File: config.mk
export PLATFORM = sky130hd
export DESIGN_NAME = midi_transmitter
export DESIGN_NICKNAME = d
export VERILOG_FILES = /design/src/rtl/midi_pkg.sv /design/src/rtl/midi_uart_tx.sv /design/src/rtl/midi_transmitter.sv
export SDC_FILE = /design/constraint.sdc
export NUM_CORES = 1
export LEC_CHECK = 0
export BUFFER_PORTS_ARGS = -buffer_cell sky130_fd_sc_hd__buf_2
export CORE_UTILIZATION = 35
export CTS_CLUSTER_SIZE = 28
export DETAILED_ROUTE_END_ITERATION = 6
export PLACE_DENSITY = 0.53
export SYNTH_ARGS = -nofsm -noshare
export SYNTH_HDL_FRONTEND = slang
export SYNTH_SLANG_ARGS = --single-unit
export TNS_END_PERCENT = 30
File: constraint.sdc
create_clock -name CLOCK_50 -period 2.3 [get_ports CLOCK_50]
set_input_delay 0.69 -clock CLOCK_50 [delete_from_list [all_inputs] [get_ports CLOCK_50]]
set_output_delay 0.69 -clock CLOCK_50 [all_outputs]
set_load 0.01 [all_outputs]
File: src/rtl/midi_pkg.sv
// Shared MIDI definitions: status nibbles, line timing and message sizing.
// Used by both the transmit and receive paths.
package midi_pkg;

   localparam logic [3:0] NOTE_OFF   = 4'h8;
   localparam logic [3:0] NOTE_ON    = 4'h9;
   localparam logic [3:0] CTRL       = 4'hB;
   localparam logic [3:0] PROG       = 4'hC;
   localparam logic [3:0] CHAN_PRESS = 4'hD;
   localparam logic [3:0] PITCH      = 4'hE;
   localparam logic [3:0] SYS        = 4'hF;

   // Status bytes always have bit 7 set, so zero encodes "no running status".
   localparam logic [7:0] RS_NONE = 8'h00;

   typedef enum logic [1:0] {
      IDLE,
      START,
      DATA,
      STOP
   } tx_state_t;

   function automatic int clks_per_bit(input int clock_hz, input int baud);
      return clock_hz / baud;
   endfunction

   localparam int DEF_CLOCK_HZ     = 50_000_000;
   localparam int DEF_BAUD         = 31250;
   localparam int DEF_CLKS_PER_BIT = clks_per_bit(DEF_CLOCK_HZ, DEF_BAUD);

   function automatic logic [1:0] byte_count(input logic [7:0] status);
      logic [1:0] n;
      unique case (status[7:4])
         PROG, CHAN_PRESS: n = 2'd2;
         SYS:              n = 2'd1;
         default:          n = 2'd3;
      endcase
      return n;
   endfunction

   function automatic logic is_channel(input logic [7:0] status);
      return status[7] && (status[7:4] != SYS);
   endfunction

endpackage

File: src/rtl/midi_uart_tx.sv
// Single-byte 8N1 serializer; a byte offered during the last stop-bit cycle
// is loaded so its start bit follows with no idle gap.
module midi_uart_tx
   import midi_pkg::*;
#(
   parameter int CLKS_PER_BIT = DEF_CLKS_PER_BIT
) (
   input  logic       clk,
   input  logic       rst_n,
   input  logic       byte_valid,
   input  logic [7:0] byte_data,
   output logic       byte_ready,
   output logic       tx,
   output logic       busy
);

   localparam int CW = (CLKS_PER_BIT > 1) ? $clog2(CLKS_PER_BIT) : 1;
   localparam logic [CW-1:0] LAST = CW'(CLKS_PER_BIT - 1);

   tx_state_t  state;
   tx_state_t  state_next;
   logic [CW-1:0] cnt;
   logic [2:0] bit_idx;
   logic [7:0] shreg;
   logic       line;
   logic       line_next;
   logic       bit_end;
   logic       load;

   assign bit_end    = (cnt == LAST);
   assign byte_ready = (state == IDLE) || (state == STOP && bit_end);
   assign load       = byte_valid && byte_ready;

   always_ff @(posedge clk) begin
      if (!rst_n) state <= IDLE;
      else        state <= state_next;
   end

   always_comb begin
      state_next = state;
      unique case (state)
         IDLE:  if (load) state_next = START;
         START: if (bit_end) state_next = DATA;
         DATA:  if (bit_end && bit_idx == 3'd7) state_next = STOP;
         STOP:  if (bit_end) state_next = load ? START : IDLE;
      endcase
   end

   // Next line level; the line register changes only at bit boundaries.
   always_comb begin
      line_next = line;
      if (load) begin
         line_next = 1'b0;
      end else if (bit_end) begin
         unique case (state)
            IDLE:  line_next = line;
            START: line_next = shreg[0];
            DATA:  line_next = (bit_idx == 3'd7) ? 1'b1 : shreg[1];
            STOP:  line_next = 1'b1;
         endcase
      end
   end

   always_ff @(posedge clk) begin
      if (!rst_n) begin
         cnt     <= '0;
         bit_idx <= 3'd0;
         shreg   <= 8'h00;
         line    <= 1'b1;
      end else begin
         line <= line_next;
         if (load || state == IDLE || bit_end) cnt <= '0;
         else                                  cnt <= cnt + CW'(1);
         if (load) begin
            shreg   <= byte_data;
            bit_idx <= 3'd0;
         end else if (state == DATA && bit_end) begin
            shreg   <= shreg >> 1;
            bit_idx <= bit_idx + 3'd1;
         end
      end
   end

   assign tx   = line;
   assign busy = (state != IDLE);

endmodule

File: src/rtl/midi_transmitter.sv
// MIDI OUT message sequencer: sizes each message, applies running status
// and feeds its bytes back-to-back into the 8N1 serializer.
module midi_transmitter
   import midi_pkg::*;
#(
   parameter int CLOCK_HZ       = 50_000_000,
   parameter int BAUD           = 31250,
   parameter int RUNNING_STATUS = 1
) (
   input  logic       CLOCK_50,
   input  logic       RESET_N,
   input  logic       msg_valid,
   output logic       msg_ready,
   input  logic [7:0] msg_status,
   input  logic [6:0] msg_data1,
   input  logic [6:0] msg_data2,
   output logic       msg_error,
   output logic       MIDI_TX,
   output logic       busy
);

   localparam int CLKS = clks_per_bit(CLOCK_HZ, BAUD);

   logic       accept;
   logic       good;
   logic       chan;
   logic       skip;
   logic [7:0] running;
   logic [1:0] pend_cnt;
   logic [7:0] pend0;
   logic [7:0] pend1;
   logic       byte_valid;
   logic       byte_ready;
   logic [7:0] byte_data;
   logic       uart_busy;
   logic       error;

   assign accept = msg_valid && msg_ready;
   assign good   = accept && msg_status[7];
   assign chan   = is_channel(msg_status);
   assign skip   = (RUNNING_STATUS != 0) && chan
                && (msg_status == running);

   assign msg_ready = !uart_busy && (pend_cnt == 2'd0);

   // The first byte goes straight to the serializer on the accept edge.
   assign byte_valid = msg_ready ? good : (pend_cnt != 2'd0);
   assign byte_data  = !msg_ready ? pend0
                     : skip       ? {1'b0, msg_data1}
                     :              msg_status;

   always_ff @(posedge CLOCK_50) begin
      if (!RESET_N) begin
         running  <= RS_NONE;
         pend_cnt <= 2'd0;
         pend0    <= 8'h00;
         pend1    <= 8'h00;
         error    <= 1'b0;
      end else begin
         error <= accept && !msg_status[7];
         if (good) begin
            // Real-time statuses (F8-FF) leave running status alone.
            if (chan)                running <= msg_status;
            else if (!msg_status[3]) running <= RS_NONE;
            pend_cnt <= byte_count(msg_status) - 2'd1 - {1'b0, skip};
            pend0    <= skip ? {1'b0, msg_data2} : {1'b0, msg_data1};
            pend1    <= {1'b0, msg_data2};
         end else if (byte_valid && byte_ready) begin
            pend0    <= pend1;
            pend_cnt <= pend_cnt - 2'd1;
         end
      end
   end

   midi_uart_tx #(
      .CLKS_PER_BIT(CLKS)
   ) u_uart (
      .clk       (CLOCK_50),
      .rst_n     (RESET_N),
      .byte_valid(byte_valid),
      .byte_data (byte_data),
      .byte_ready(byte_ready),
      .tx        (MIDI_TX),
      .busy      (uart_busy)
   );

   assign msg_error = error;
   assign busy      = uart_busy;

endmodule

Word level (Yosys, flattened, before mapping)
Cells that the tools add are included.
{"block": "op_classes", "addsub": 5, "eq_ne": 15, "mux": 25, "bitwise_logic": 1, "n_reduce_logical": 28}
{"operator": "8-bit two-way mux", "count": 8}
{"operator": "2-bit two-way mux", "count": 8}
{"operator": "4-bit == test, second input constant", "count": 3}
{"operator": "11-bit by 1-bit adder with 11-bit output, second input constant", "count": 1}
{"operator": "11-bit == test, second input constant", "count": 1}
{"operator": "1-bit logical AND", "count": 10}
{"operator": "2-bit by 1-bit inequality test with 1-bit output, second input constant", "count": 5}
{"operator": "2-bit nonzero test", "count": 5}
{"operator": "8-bit == test", "count": 1}
{"operator": "2-bit one-hot mux with 4 select lines", "count": 1}
{"operator": "7-bit two-way mux", "count": 1}
{"operator": "2-bit OR reduction", "count": 3}
{"operator": "1-bit two-way mux", "count": 5}
{"operator": "2-bit == test, second input constant", "count": 2}
{"operator": "2-bit zero test", "count": 2}
{"operator": "4-bit inequality test, second input constant", "count": 1}
{"operator": "2-bit one-hot mux with 2 select lines", "count": 1}
{"operator": "2-bit AND reduction", "count": 2}
{"operator": "4-bit AND reduction", "count": 1}
{"operator": "2-bit by 1-bit subtractor with 2-bit output, second input constant", "count": 2}
{"operator": "3-bit by 1-bit adder with 3-bit output, second input constant", "count": 1}
{"operator": "3-bit == test, second input constant", "count": 1}
{"operator": "1-bit logical OR", "count": 3}
{"operator": "1-bit one-hot mux with 3 select lines", "count": 1}
{"operator": "4 further kinds", "count": 5}
{"block": "totals", "reg_bits": 51, "input_bits": 25, "output_inout_bits": 4, "word_cells": 84}

Depth between registers and ports, before layout
{"block": "logic_depth", "depth_word": 10, "ltp_mapped": 9}

Cells and area by module
From an unflattened synthesis, not the netlist that was laid out.
{"block": "hier_totals", "hier_cells": 309, "hier_area_um2": 2728.9}
{"module": "midi_transmitter", "n_inst": 1, "cells_per_inst": 156, "area_each_um2": 1415.1, "seq_area_each_um2": 500.5}
{"module": "midi_uart_tx", "n_inst": 1, "cells_per_inst": 153, "area_each_um2": 1313.8, "seq_area_each_um2": 500.5}

Least setup slack after synthesis
OpenSTA, ideal clock, no wires.
{"block": "synth_timing", "path_kind": "input to register", "start": "in msg_status[7]", "end": "reg pend0[5]", "setup_time_ps": 138, "t_arrival_ps": 1880, "t_required_ps": 2162, "path_slack_ps": 282, "path_stages": 8, "n_path_buf": 4, "path_cell_list": "buf_2 and4_1 buf_6 and3_4 buf_6 buf_6 mux2i_1 o221ai_1"}
{"block": "synth_via", "elab_chain_len": 5}
{"element": "start: declaration", "line_no": "midi_transmitter.sv:14", "rtl": "input logic [7:0] msg_status,"}
{"element": "4-bit inequality test", "line_no": "midi_pkg.sv:42", "rtl": "return status[7] && (status[7:4] != SYS);"}
{"element": "1-bit logical AND", "line_no": "midi_pkg.sv:42"}
{"element": "1-bit logical AND", "line_no": "midi_transmitter.sv:42", "rtl": "&& (msg_status == running);"}
{"element": "7-bit two-way mux", "line_no": "midi_transmitter.sv:66", "rtl": "pend0 <= skip ? {1'b0, msg_data2} : {1'b0, msg_data1};"}
{"element": "8-bit two-way mux", "line_no": "midi_transmitter.sv:61", "rtl": "if (good) begin"}
{"element": "end signal: assignment", "line_no": "midi_transmitter.sv:66"}
{"element": "end signal: assignment", "line_no": "midi_transmitter.sv:69", "rtl": "pend0 <= pend1;"}
{"element": "end: declaration", "line_no": "midi_transmitter.sv:30", "rtl": "logic [7:0] pend0;"}
Several ways; a longest one is shown, not always the timed one.
A chain may end at the register's enable or synchronous reset.

Worst setup path after layout
{"block": "layout_timing", "start": "reg u_uart.state[1]", "end": "out msg_ready"}
{"block": "layout_via", "elab_chain_len": 3}
{"element": "start: declaration", "line_no": "midi_uart_tx.sv:20", "rtl": "tx_state_t state;"}
{"element": "start signal: assignment", "line_no": "midi_uart_tx.sv:36", "rtl": "else state <= state_next;"}
{"element": "2-bit nonzero test", "line_no": "midi_uart_tx.sv:85", "rtl": "assign busy = (state != IDLE);"}
{"element": "1-bit zero test", "line_no": "midi_transmitter.sv:44", "rtl": "assign msg_ready = !uart_busy && (pend_cnt == 2'd0);"}
{"element": "1-bit logical AND", "line_no": "midi_transmitter.sv:44"}
{"element": "end: declaration", "line_no": "midi_transmitter.sv:13", "rtl": "output logic msg_ready,"}
Every way passes these cells.

==> results.cfg <==
[run_status]
status = finished clean

[timing]
finalClockSkew_ns = 0.00890
setup_tns_ns = 0
fin_hold_ws_ns = 0.461
rsz0062_at_grt = no
hold_viol_final = 0
fin_crit_sh = 0.920
maxSlewViolCount = 0
fmax_ghz = 0.472
period_needed_ns = 2.12
worstMarginPinSlew_ns = 0.639
setup_viol = 0
max-slew-margin-rel = 0.573

[layout]
diodes = 0
seq_area_um2 = 1000
nets = 362
synthToLayoutAreaGrowth_pct = 15.3
fill_cells = 737
drive_gt1_frac = 0.165
fin_util = 0.423
multi_input_area_um2 = 1420

[route]
wire_per_inst_um = 14.1
drt_iter0_drc = 60
avgViaCountPerCell = 5.15
finalWirelength_um = 5960
ant_nets = 0
drc_errors = 0
first_pass_iters = 4
vias = 2183

[clock_tree]
clkSlewWorstSetupHoldPaths_ns = 0.09
htree_levels = 2
cts_root_buffer = clkbuf_8
clkLatencyLatePin_ns = 0.30
cts_tree = done
ctsLongestPathBuffers = 2
cts_hold_buf = 0
numCtsBuffers = 5
cts.sinks = 50

[critical_path]
worstPathRequired_ns = 1.61
startpoint_type = flip-flop
crit_arrival_ns = 1.43
crit_type = flip-flop to primary output
worstPathMaxFanout = 5
end_kind = primary output
rrSetupSlack_ns = 0.31

[min_path]
min_path_type = flip-flop to flip-flop

[synth]
synth_cell_types = 42
synth_area_um2 = 2530
syn_area_per_cell_um2 = 8.65
netlist_instances = 293
syn_nets = 328
yosysWarnings = 0
ys_ff_latch = 50
yosysSeqAreaShare = 0.395

[floorplan]
initial_core_util = 0.367
die_w_um = 87.1
core_um2 = 6910
num_rows = 30
pin_count = 29
fp.dieH_um = 87.1
die-area_um2 = 7590

[placement]
dp_hpwl_um = 4380
place.gp.congestion = 0.774
port_buffers = 28

[grt]
antenna_found_initial = 0
grt-ovfl-total = 0
grt_usage = 0.169
grt_pass1_wl_um = 9850
grt_max_degree = 18
grt_pass1_vias = 1991

[job]
drv_cap = 0

[pwr]
ir_worst_vdd_mv = 0.298
power.leakage_nw = 1.15
totalPowerFinal_mw = 2.71
power_density_nw_per_um2 = 929
-- synthesized netlist by cell type --
master | n | area share
dfxtp_1 | 50 | 0.39
nand2_1 | 39 | 0.058
nor2_1 | 39 | 0.058
a21oi_1 | 15 | 0.030
mux2i_1 | 15 | 0.059
xnor2_1 | 13 | 0.045
nand3_1 | 11 | 0.022
ha_1 | 10 | 0.049
nand4_1 | 10 | 0.025
o31ai_1 | 8 | 0.024
clkbuf_1 | 7 | 0.010
inv_1 | 7 | 0.010
o221ai_1 | 7 | 0.024
o32ai_1 | 7 | 0.024
xor2_1 | 7 | 0.024
a22oi_1 | 6 | 0.018
and3_1 | 4 | 0.0099
buf_6 | 4 | 0.018
a211oi_1 | 3 | 0.0089
a21o_1 | 3 | 0.0089
and4_1 | 3 | 0.010
buf_2 | 3 | 0.0059
and2_1 | 2 | 0.0049
o21ai_0 | 2 | 0.0039
a21oi_2 | 1 | 0.0035
a22o_1 | 1 | 0.0035
and3_4 | 1 | 0.0044
clkinv_1 | 1 | 0.0015
inv_2 | 1 | 0.0015
nand3b_1 | 1 | 0.0030
nand4b_1 | 1 | 0.0035
nor2_2 | 1 | 0.0025
nor2b_1 | 1 | 0.0025
nor3_1 | 1 | 0.0020
nor3b_1 | 1 | 0.0030
nor4b_1 | 1 | 0.0035
o211ai_1 | 1 | 0.0030
o21bai_1 | 1 | 0.0030
o221a_1 | 1 | 0.0044
o221a_2 | 1 | 0.0044
o311ai_0 | 1 | 0.0035
or3_1 | 1 | 0.0025
-- routing by layer --
metal,global-route usage,up-vias,wire (µm)
li1,-,1121,-
met1,0.233,1010,2950
met2,0.264,46,2670
met3,0.0341,6,257
met4,0.0551,0,79
met5,0,-,0
-- through the flow --
step | cells | cell area, µm² | setup slack, ns
floorplan | 293 | 2530 | 0.282
global placement | 416 | 2810 | 0.164
detailed placement | 416 | 2810 | 0.0735
CTS | 424 | 2920 | 0.0668
global route | 424 | 2920 | 0.0495
finish | 424 | 2920 | 0.183
-- sequential cells by signal (all words and copies together), names as in the netlist --
name	count
u_uart.tx	1
pend0	7
running	8
pend1	7
pend_cnt	2
u_uart.bit_idx	3
u_uart.cnt	11
u_uart.shreg	8
u_uart.state	2
msg_error	1
-- timing repair --
action / in CTS / in global routing
endpoints found under the setup margin: 0 / 7
gates resized for setup: 0 / 1
buffers inserted: 0 / 0
hold endpoints to repair: 0 / 0
-- logic make-up after synthesis --
logic type	Yosys count	share of synthesized area
compound gates	58	0.166
xor+xnor	20	0.0691
fa+ha+maj	10	0.0494
buf+inv	23	0.0474
flops	50	0.395
mux	15	0.0592
simple gates	117	0.214
-- worst paths after layout --
kind                            depth (start not counted)                         start                      endpoint
worst max register to register                          7      u_uart.cnt[0]$_SDFF_PP0_  u_uart.state[0]$_SDFFE_PN0P_
worst min register to register                          2      pend_cnt[1]$_SDFFE_PN0P_      pend_cnt[1]$_SDFFE_PN0P_
worst max-delay path                                    5  u_uart.state[1]$_SDFFE_PN0P_                     msg_ready
worst min-delay path                                    2      pend_cnt[1]$_SDFFE_PN0P_      pend_cnt[1]$_SDFFE_PN0P_
-- cell type report --
class                           instances  area share
Clock buffer                            6      0.0248
Clock inverter                          2      0.0128
Inverter                                9      0.0116
Multi-Input combinational cell        220       0.486
Sequential cell                        50       0.343
Tap cell                               96      0.0411
Timing Repair Buffer                   41      0.0814
-- layout by cell type, fill, tap and decap left out, types with 2 or more instances in the layout --
| cell type | synthesis | final |
|---|---|---|
| o221ai_1 | 7 | 7 |
| nand4_1 | 10 | 10 |
| xor2_1 | 7 | 7 |
| o32ai_1 | 7 | 7 |
| and2_1 | 2 | 2 |
| and4_1 | 3 | 3 |
| xnor2_1 | 13 | 13 |
| a211oi_1 | 3 | 2 |
| o21ai_0 | 2 | 2 |
| nand3_1 | 11 | 11 |
| and3_1 | 4 | 4 |
| nand2_1 | 39 | 39 |
| a22oi_1 | 6 | 6 |
| a21oi_1 | 15 | 15 |
| dfxtp_1 | 50 | 50 |
| buf_2 | 3 | 28 |
| ha_1 | 10 | 10 |
| a21o_1 | 3 | 3 |
| o31ai_1 | 8 | 8 |
| inv_1 | 7 | 7 |
| nor2_1 | 39 | 39 |
| clkbuf_8 | 0 | 5 |
| mux2i_1 | 15 | 15 |
| buf_4 | 0 | 13 |
-- worst max-delay path, stage by stage, from the launching register on --
cell,delay [ns]
dfxtp_1,0.41
inv_1,0.11
ha_1,0.24
nand2_1,0.16
inv_2,0.08
buf_2,0.14
-- power breakdown --
group / switching, mW / internal, mW / leakage [nW]
logic: 0.576 / 0.385 / 0.687
clock network: 0.298 / 0.325 / 0.0514
registers: 0.0992 / 1.03 / 0.406
total: 0.973 / 1.74 / 1.15
Power figures use the tool's default switching activity.
